### config.mk
export PLATFORM = sky130hd
export DESIGN_NAME = mux_arb_n_1
export DESIGN_NICKNAME = d
export VERILOG_FILES = /design/src/rtl/mux_arb_n_1.sv
export SDC_FILE = /design/constraint.sdc
export NUM_CORES = 1
export LEC_CHECK = 0
export CAP_MARGIN = 30
export CORE_MARGIN = 3
export CORE_UTILIZATION = 43
export CTS_BUF_LIST = sky130_fd_sc_hd__clkbuf_8
export CTS_CLUSTER_SIZE = 12
export DETAILED_ROUTE_END_ITERATION = 16
export PLACE_DENSITY_LB_ADDON = 0.15
export SYNTH_ARGS = -nofsm -noshare
export SYNTH_HDL_FRONTEND = slang
export SYNTH_SLANG_ARGS = --single-unit
### constraint.sdc
create_clock -name clk -period 4.2 [get_ports clk]
set_input_delay 0.42 -clock clk [delete_from_list [all_inputs] [get_ports clk]]
set_output_delay 0.42 -clock clk [all_outputs]
set_load 0.005 [all_outputs]
### src/rtl/mux_arb_n_1.sv
//============================================================================
// Module  : mux_arb_n_1
// Brief   : N-input valid/ready mux/arbiter (fixed, priority, round-robin)
//           feeding a one-entry registered output with channel index.
// Rev     : 1.0 - initial release
//============================================================================
`default_nettype none

module mux_arb_n_1 #(
    parameter int N  = 4,
    parameter int W  = 8,
    parameter int SW = 2
) (
    input  logic             clk,
    input  logic             rst_n,
    input  logic [N*W-1:0]   in_data,
    input  logic [N-1:0]     in_valid,
    output logic [N-1:0]     in_ready,
    input  logic [1:0]       mode,
    input  logic [SW-1:0]    sel,
    output logic [W-1:0]     out_data,
    output logic [SW-1:0]    out_ch,
    output logic             out_valid,
    input  logic             out_ready
);

    localparam logic [1:0] c_MODE_FIXED = 2'b00;
    localparam logic [1:0] c_MODE_RR    = 2'b10;

    typedef enum logic [0:0] {
        EMPTY = 1'b0,
        FULL  = 1'b1
    } state_t;

    state_t          r_state;
    state_t          w_state_nxt;
    logic [W-1:0]    r_out_data;
    logic [SW-1:0]   r_out_ch;
    logic [SW-1:0]   r_rr_ptr;

    logic            w_load_en;
    logic            w_grant_vld;
    logic [SW-1:0]   w_grant_idx;
    logic            w_xfer;
    logic [W-1:0]    w_sel_data;
    logic [N-1:0]    w_rot;
    logic [SW:0]     w_sum;
    logic [SW-1:0]   w_rr_nxt;

    assign out_valid = (r_state == FULL);
    assign out_data  = r_out_data;
    assign out_ch    = r_out_ch;
    assign w_load_en = !out_valid || out_ready;

    // Valid vector rotated so bit 0 is the channel at the round-robin pointer
    assign w_rot = N'({in_valid, in_valid} >> r_rr_ptr);

    always_comb begin
        w_grant_vld = 1'b0;
        w_grant_idx = '0;
        w_sum       = '0;
        case (mode)
            c_MODE_FIXED: begin
                for (int i = 0; i < N; i++) begin
                    if (sel == SW'(i) && in_valid[i]) begin
                        w_grant_vld = 1'b1;
                        w_grant_idx = SW'(i);
                    end
                end
            end
            c_MODE_RR: begin
                for (int i = N - 1; i >= 0; i--) begin
                    if (w_rot[i]) begin
                        w_grant_vld = 1'b1;
                        w_sum       = {1'b0, r_rr_ptr} + (SW+1)'(i);
                        w_grant_idx = (w_sum >= (SW+1)'(N)) ? SW'(w_sum - (SW+1)'(N))
                                                             : SW'(w_sum);
                    end
                end
            end
            default: begin
                for (int i = N - 1; i >= 0; i--) begin
                    if (in_valid[i]) begin
                        w_grant_vld = 1'b1;
                        w_grant_idx = SW'(i);
                    end
                end
            end
        endcase
    end

    assign w_xfer = w_grant_vld && w_load_en;

    always_comb begin
        w_sel_data = '0;
        for (int i = 0; i < N; i++) begin
            if (w_grant_idx == SW'(i)) begin
                w_sel_data = in_data[i*W +: W];
            end
        end
    end

    generate
        for (genvar gi = 0; gi < N; gi++) begin : g_ready
            assign in_ready[gi] = rst_n && w_xfer && (w_grant_idx == SW'(gi));
        end
    endgenerate

    assign w_rr_nxt = (w_grant_idx == SW'(N - 1)) ? '0 : w_grant_idx + SW'(1);

    always_comb begin
        w_state_nxt = r_state;
        if (w_xfer) begin
            w_state_nxt = FULL;
        end else if (w_load_en) begin
            w_state_nxt = EMPTY;
        end
    end

    always_ff @(posedge clk or negedge rst_n) begin
        if (!rst_n) begin
            r_state    <= EMPTY;
            r_out_data <= '0;
            r_out_ch   <= '0;
            r_rr_ptr   <= '0;
        end else begin
            r_state <= w_state_nxt;
            if (w_xfer) begin
                r_out_data <= w_sel_data;
                r_out_ch   <= w_grant_idx;
                if (mode == c_MODE_RR) begin
                    r_rr_ptr <= w_rr_nxt;
                end
            end
        end
    end

endmodule

`default_nettype wire

==> out/metrics.yaml, run 1 <==
status:
  status: "complete, no violations"
clock_network:
  post-cts-setup-buffers: 0
  htree_levels: 1
  numCtsBuffers: 3
  clk_path_buf_depth: 2
  clkTransAtPathRegs_ns: 0.06
  holdBufCountCts: 0
  cts_tree: "yes"
  cts_resized: 0
  clk_latency_ns: 0.24
  root_buffer: "clkbuf_8"
  cts_sinks: 13
synthesis:
  yosys_warnings: 0
  syn_inst: 110
  synth.distinct_cells: 33
  mappedNetlistArea_sq_um: 1070
  seq_area_frac_synth_pct: 30.5
  syn_avg_cell_area_sq_um: 9.70
  ys_ff_latch: 13
  syn-num-nets: 157
setup_path:
  cpMaxStageDelayCell: "clkdlybuf4s50_1"
  crit_chain: "clkdlybuf4s50_1, mux2i_1, o22a_1, a31oi_1, o22ai_1, inv_1, ha_1, and3_1, clkdlybuf4s50_1"
  startpoint_type: "input port"
  cp_max_fo: 17
  crit_top_cell: "clkdlybuf4s50_1"
  path_class: "input port to output port"
  cp-end-kind: "output port"
  critical_path_required_ns: 3.78
  cp.arrival_ns: 3.06
  cpPeakStageDelay_ns: 0.61
timing:
  setup_viol: 0
  period_share_pct: 82.8
  slew_headroom_pct: 46.5
  rsz0062_at_grt: "no"
  finalHoldViolations: 0
  fmax_ghz: 0.288
  finClkSkew_ns: 0.00124
  worst_pin_slew_ns: 0.802
  setup_tns_ns: 0
  holdWs_ns: 0.507
  slew_violations: 0
  finalCriticalPeriod_ns: 3.48
place:
  placed_cell_area_sq_um: 1640
  gp_congestion: 0.795
  hpwl_mm: 2.24
  io_buffers: 57
layout:
  final_cell_mix: "clkdlybuf4s50_1, dfrtp_1, nand2_1"
  fin_area_sq_um: 1690
  final_nets: 214
  fillers: 178
  drive_above_1_share_pct: 12.0
  area_delta_synth_final_pct: 58.3
  num_antenna_cells: 0
  final_common_cell: "clkdlybuf4s50_1"
  final_util_pct: 74.2
global_route:
  grt_max_degree: 18
  grt_pass1_vias: 1064
  grt_use_total_pct: 19.7
  gr-total-overflow: 0
  antenna_found_initial: 0
  grt_pass1_wl_mm: 4.93
route:
  drc_errors: 0
  dr.pass1.iters: 4
  wl_per_cell_um: 15.3
  via_per_inst: 5.59
  drtIter0Drc: 36
  wl_mm: 2.96
  dr_total_vias: 1084
  ant_nets: 0
die:
  ioPinCount: 58
  fp.dieArea_sq_um: 3120
  coreArea_sq_um: 2280
  start_util_pct: 46.9
  die_x_um: 55.8
  die_h_um: 55.8
  num_rows: 17
job:
  cap_violations: 0
pwr:
  leakage_nw: 0.685
  peakVddDrop_mv: 0.299
  power_density_nw_per_um2: 335
worst_hold_path:
  worstHoldPathType: "register to register"
kinds of logic after synthesis:
family / count (synthesis) / synth area share, %
DFF: 13 / 30.5
AOI/OAI and AO/OA: 31 / 22.3
adders and majority gates: 4 / 4.69
and+or+nand+nor: 37 / 18.9
muxes: 15 / 18.8
buffers and inverters: 10 / 4.92
where the power goes:
part | switching (mW) | total (mW) | internal, mW
combinational | 0.0955 | 0.266 | 0.170
clock | 0.0461 | 0.112 | 0.0655
sequential | 0.0258 | 0.188 | 0.162
total | 0.167 | 0.565 | 0.398
metrics by stage:
stage	total power [mW]	setup WS, ns	std cells
6_report	0.565	0.724	194
3_5_place_dp	0.456	0.715	190
2_1_floorplan	0.320	1.77	110
5_1_grt	0.608	0.487	194
3_3_place_gp	0.449	0.769	190
4_1_cts	0.571	0.708	194
sequential cells by signal, summed over array words and instances, names as in the netlist:
register,flops
out_ch,2
out_valid,1
out_data,8
r_rr_ptr,2
cells in the mapped netlist (all sizes together):
cell    count  area (sq um)
a211oi      2          15.0
a21o        1          7.51
a21oi       4          20.0
a221oi      7          61.3
a31oi       2          12.5
and3        4          25.0
buf         3          26.3
clkbuf      3          11.3
dfrtp      13           325
ha          4          50.1
inv         4          15.0
mux2       12           158
mux2i       2          20.0
mux4        1          22.5
nand2      10          37.5
nand2b      3          18.8
nand3       1          5.00
nand3b      1          7.51
nor2        4          17.5
nor2b       9          56.3
nor3        1          5.00
nor3b       2          15.0
nor4        1          6.26
o211a       1          10.0
o21ai       3          15.0
o22a        1          8.76
o22ai       1          6.26
o31ai       9          81.3
or2b        1          7.51
critical path: cells and delay by family:
kind	cells	cell delay, ns
buf+inv	3	1.22
compound gates	3	0.56
simple gates	1	0.24
mux	1	0.12
fa+ha+maj	1	0.49
layer usage:
layer / GRT usage [%] / up-vias / share of wire (%)
met5: 0 / - / 0
met4: 8.14 / 0 / 1.5
met3: 5.57 / 6 / 7.8
met2: 32.4 / 43 / 49
met1: 24.0 / 511 / 42
li1: - / 524 / -
area by class of cell:
cell class	count	area (sq um)	share of cell area [%]
inverters	4	15.0	0.889
clock inverters	1	5.00	0.296
well taps	28	35.0	2.07
clock buffers	3	41.3	2.44
flip-flops and latches	13	325	19.3
repair buffers	58	578	34.2
multi-input cells	87	689	40.8
worst paths after layout:
check	start	to	slack, ns	cells past startpoint
max in group asynchronous	rst_n	out_valid$_DFFE_PN0P_	3.11	1
setup / recovery	in_valid[0]	in_ready[2]	0.72	9
setup reg to reg	r_rr_ptr[1]$_DFFE_PN0P_	out_data[5]$_DFFE_PN0N_	1.48	9
hold / removal	out_data[4]$_DFFE_PN0N_	out_data[4]$_DFFE_PN0N_	0.51	1
min in group asynchronous	rst_n	out_data[0]$_DFFE_PN0N_	0.62	1
hold reg to reg	out_data[4]$_DFFE_PN0N_	out_data[4]$_DFFE_PN0N_	0.51	1
Note: power is estimated with default switching activity, not from simulation.
==> run 2, diff against run 1 <==
- CORE_UTILIZATION: 43 -> 40
- clock period: 4.2 -> 3.3 ns (I/O delays scaled with it)
==> out/metrics.yaml, run 2 (synthesis results as in run 1) <==
global_route:
  grt_pass1_wl_mm: 4.80  # -2.7%
  grt_pass1_vias: 1009  # -5.2%
  use_met3_pct: 5.12  # -0.45 points
  grt_use_total_pct: 18.3  # -1.4 points
  antenna_found_initial: 0  # unchanged
  use_met2_pct: 30.0  # -2.4 points
  grt_busiest_layer: "met2"
  globalRouteMet1Util_pct: 24.5  # +0.52 points
  gr-total-overflow: 0  # unchanged
  grt_max_degree: 17  # -1
route:
  via_per_inst: 5.40  # -3.4%
  ant_nets: 0  # unchanged
  dr.pass1.iters: 4  # unchanged
  drc_errors: 0  # unchanged
  dr_total_vias: 1074  # -0.92%
  wl_per_cell_um: 15.0  # -1.7%
  wl_mm: 2.99  # +0.84%
  drtIter0Drc: 30  # -17%
die:
  ioPinCount: 58  # unchanged
  coreArea_sq_um: 2500  # +9.8%
  die_x_um: 57.7  # +3.3%
  start_util_pct: 42.7  # -4.2 points
  fp.dieArea_sq_um: 3320  # +6.7%
  num_rows: 18  # +1
  die_h_um: 57.7  # +3.3%
place:
  hpwl_mm: 2.43  # +8.6%
  io_buffers: 57  # unchanged
  gp_congestion: 0.792  # -0.36%
  placed_cells: 195  # +2.6%
  placed_cell_area_sq_um: 1670  # +1.5%
timing:
  setup_viol: 0  # unchanged
  finalCriticalPeriod_ns: 3.13
  setup_tns_ns: 0  # unchanged
  slew_headroom_pct: 45.8  # -0.67 points
  worst_pin_slew_ns: 0.812  # +0.0101 ns
  rsz0062_at_grt: "no"
  fmax_ghz: 0.320
  finalHoldViolations: 0  # unchanged
  slew_violations: 0  # unchanged
  period_share_pct: 94.8
  finClkSkew_ns: 0.00406  # +0.00282 ns
clock_network:
  cts_sinks: 13  # unchanged
  clkTransAtPathRegs_ns: 0.06  # about the same
  clk_latency_ns: 0.24  # about the same
  root_buffer: "clkbuf_8"
  clk_path_buf_depth: 2  # unchanged
  htree_levels: 1  # unchanged
  post-cts-setup-buffers: 0  # unchanged
  numCtsBuffers: 3  # unchanged
  holdBufCountCts: 0  # unchanged
  cts_tree: "yes"
  cts_resized: 0  # unchanged
layout:
  fin_area_sq_um: 1710  # +1.4%
  fillers: 205  # +15%
  drive_above_1_share_pct: 13.0  # +0.97 points
  num_antenna_cells: 0  # unchanged
  final_nets: 217  # +1.4%
  final_common_cell: "clkdlybuf4s50_1"
  final_cell_mix: "clkdlybuf4s50_1, dfrtp_1, nand2_1"
  largest_reg_flops: 8  # unchanged
  fin_cells: 199  # +2.6%
  area_delta_synth_final_pct: 60.5
setup_path:
  startpoint_type: "input port"
  r2r_start: "r_rr_ptr[1]$_DFFE_PN0P_"
  cpPeakStageDelay_ns: 0.66  # +0.05 ns
  cpMaxStageDelayCell: "clkdlybuf4s50_1"
  r2r_setup_slack_ns: 0.65  # -0.83 ns
  path_class: "input port to output port"
  crit_top_cell: "clkdlybuf4s50_1"
  r2r_cells: 10  # +1
  critical_path_required_ns: 2.97  # -0.81 ns
  crit_chain: "clkdlybuf4s50_1, mux4_2, o31ai_4, nor2_2, and3_1, clkdlybuf4s50_1"
  path_buf_inv: 2  # -1
  cp-end-kind: "output port"
  cp.arrival_ns: 2.80  # -0.26 ns
  cp_max_fo: 14  # -3
  path_delay_family: "buffers and inverters"
  r2r_end: "out_data[5]$_DFFE_PN0N_"
job:
  cap_violations: 0  # unchanged
pwr:
  total_power_mw: 0.718  # +27%
  peakVddDrop_mv: 0.360  # +20%
  leakage_nw: 0.702  # +2.4%
  power_density_nw_per_um2: 419  # +25%
worst_hold_path:
  worstHoldPathType: "input port to asynchronous set/reset pin"
status:
  status: "complete, no violations"
run 2: cell types whose count changed in the layout (fill, tap and decap cells not counted), sizes merged:
cell / change
clkinv: -1
inv: +1
buf: +3
run 2: metrics by stage:
step / hold WS, ns / util, % / setup WS, ns
after floorplan: 0.0344 / - / 0.965
after global placement: 0.495 / 66.7 / 0.261
after detailed placement: 0.497 / 66.7 / 0.155
after CTS: 0.380 / 68.5 / 0.147
after global routing: 0.391 / 68.5 / 0.0473
final: 0.378 / 68.5 / 0.172
run 2: final cells by class:
cell class,count,area [sq um],share of cell area [%]
tap,30,37.5,2.19
clock buffer,3,41.3,2.41
timing repair buffer,61,601,35.1
inverter,4,15.0,0.877
clock inverter,1,3.75,0.219
sequential,13,325,19.0
multi-input combinational,87,689,40.2
run 2: worst max-delay path by stage:
stage / start / to / slack (ns) / cells past startpoint
2_1_floorplan: in_valid[3] / out_data[6]$_DFFE_PN0N_ / 0.96 / 13
3_3_place_gp: in_valid[3] / in_ready[0] / 0.26 / 6
3_5_place_dp: in_valid[3] / in_ready[0] / 0.16 / 6
4_1_cts: in_valid[3] / in_ready[0] / 0.15 / 6
5_1_grt: in_valid[3] / in_ready[2] / 0.05 / 7
6_report: in_valid[3] / in_ready[0] / 0.17 / 6
run 2: metal layers:
metal	up-vias	share of wire, %
li1	531	-
met1	501	45
met2	38	48
met3	4	6.3
met4	0	1.0
met5	-	0
run 2: power breakdown:
part           switching (mW)  leakage (nW)  internal [mW]  total (mW)
logic                   0.119         0.520          0.221       0.340
registers              0.0340         0.155          0.206       0.240
clock network          0.0559        0.0269         0.0820       0.138
total                   0.209         0.702          0.509       0.718
==> run 3, diff against run 2 <==
- SLEW_MARGIN: default -> 20
==> results of run 3 <==
The final DEF is identical to that of run 2; final timing and power are the same.
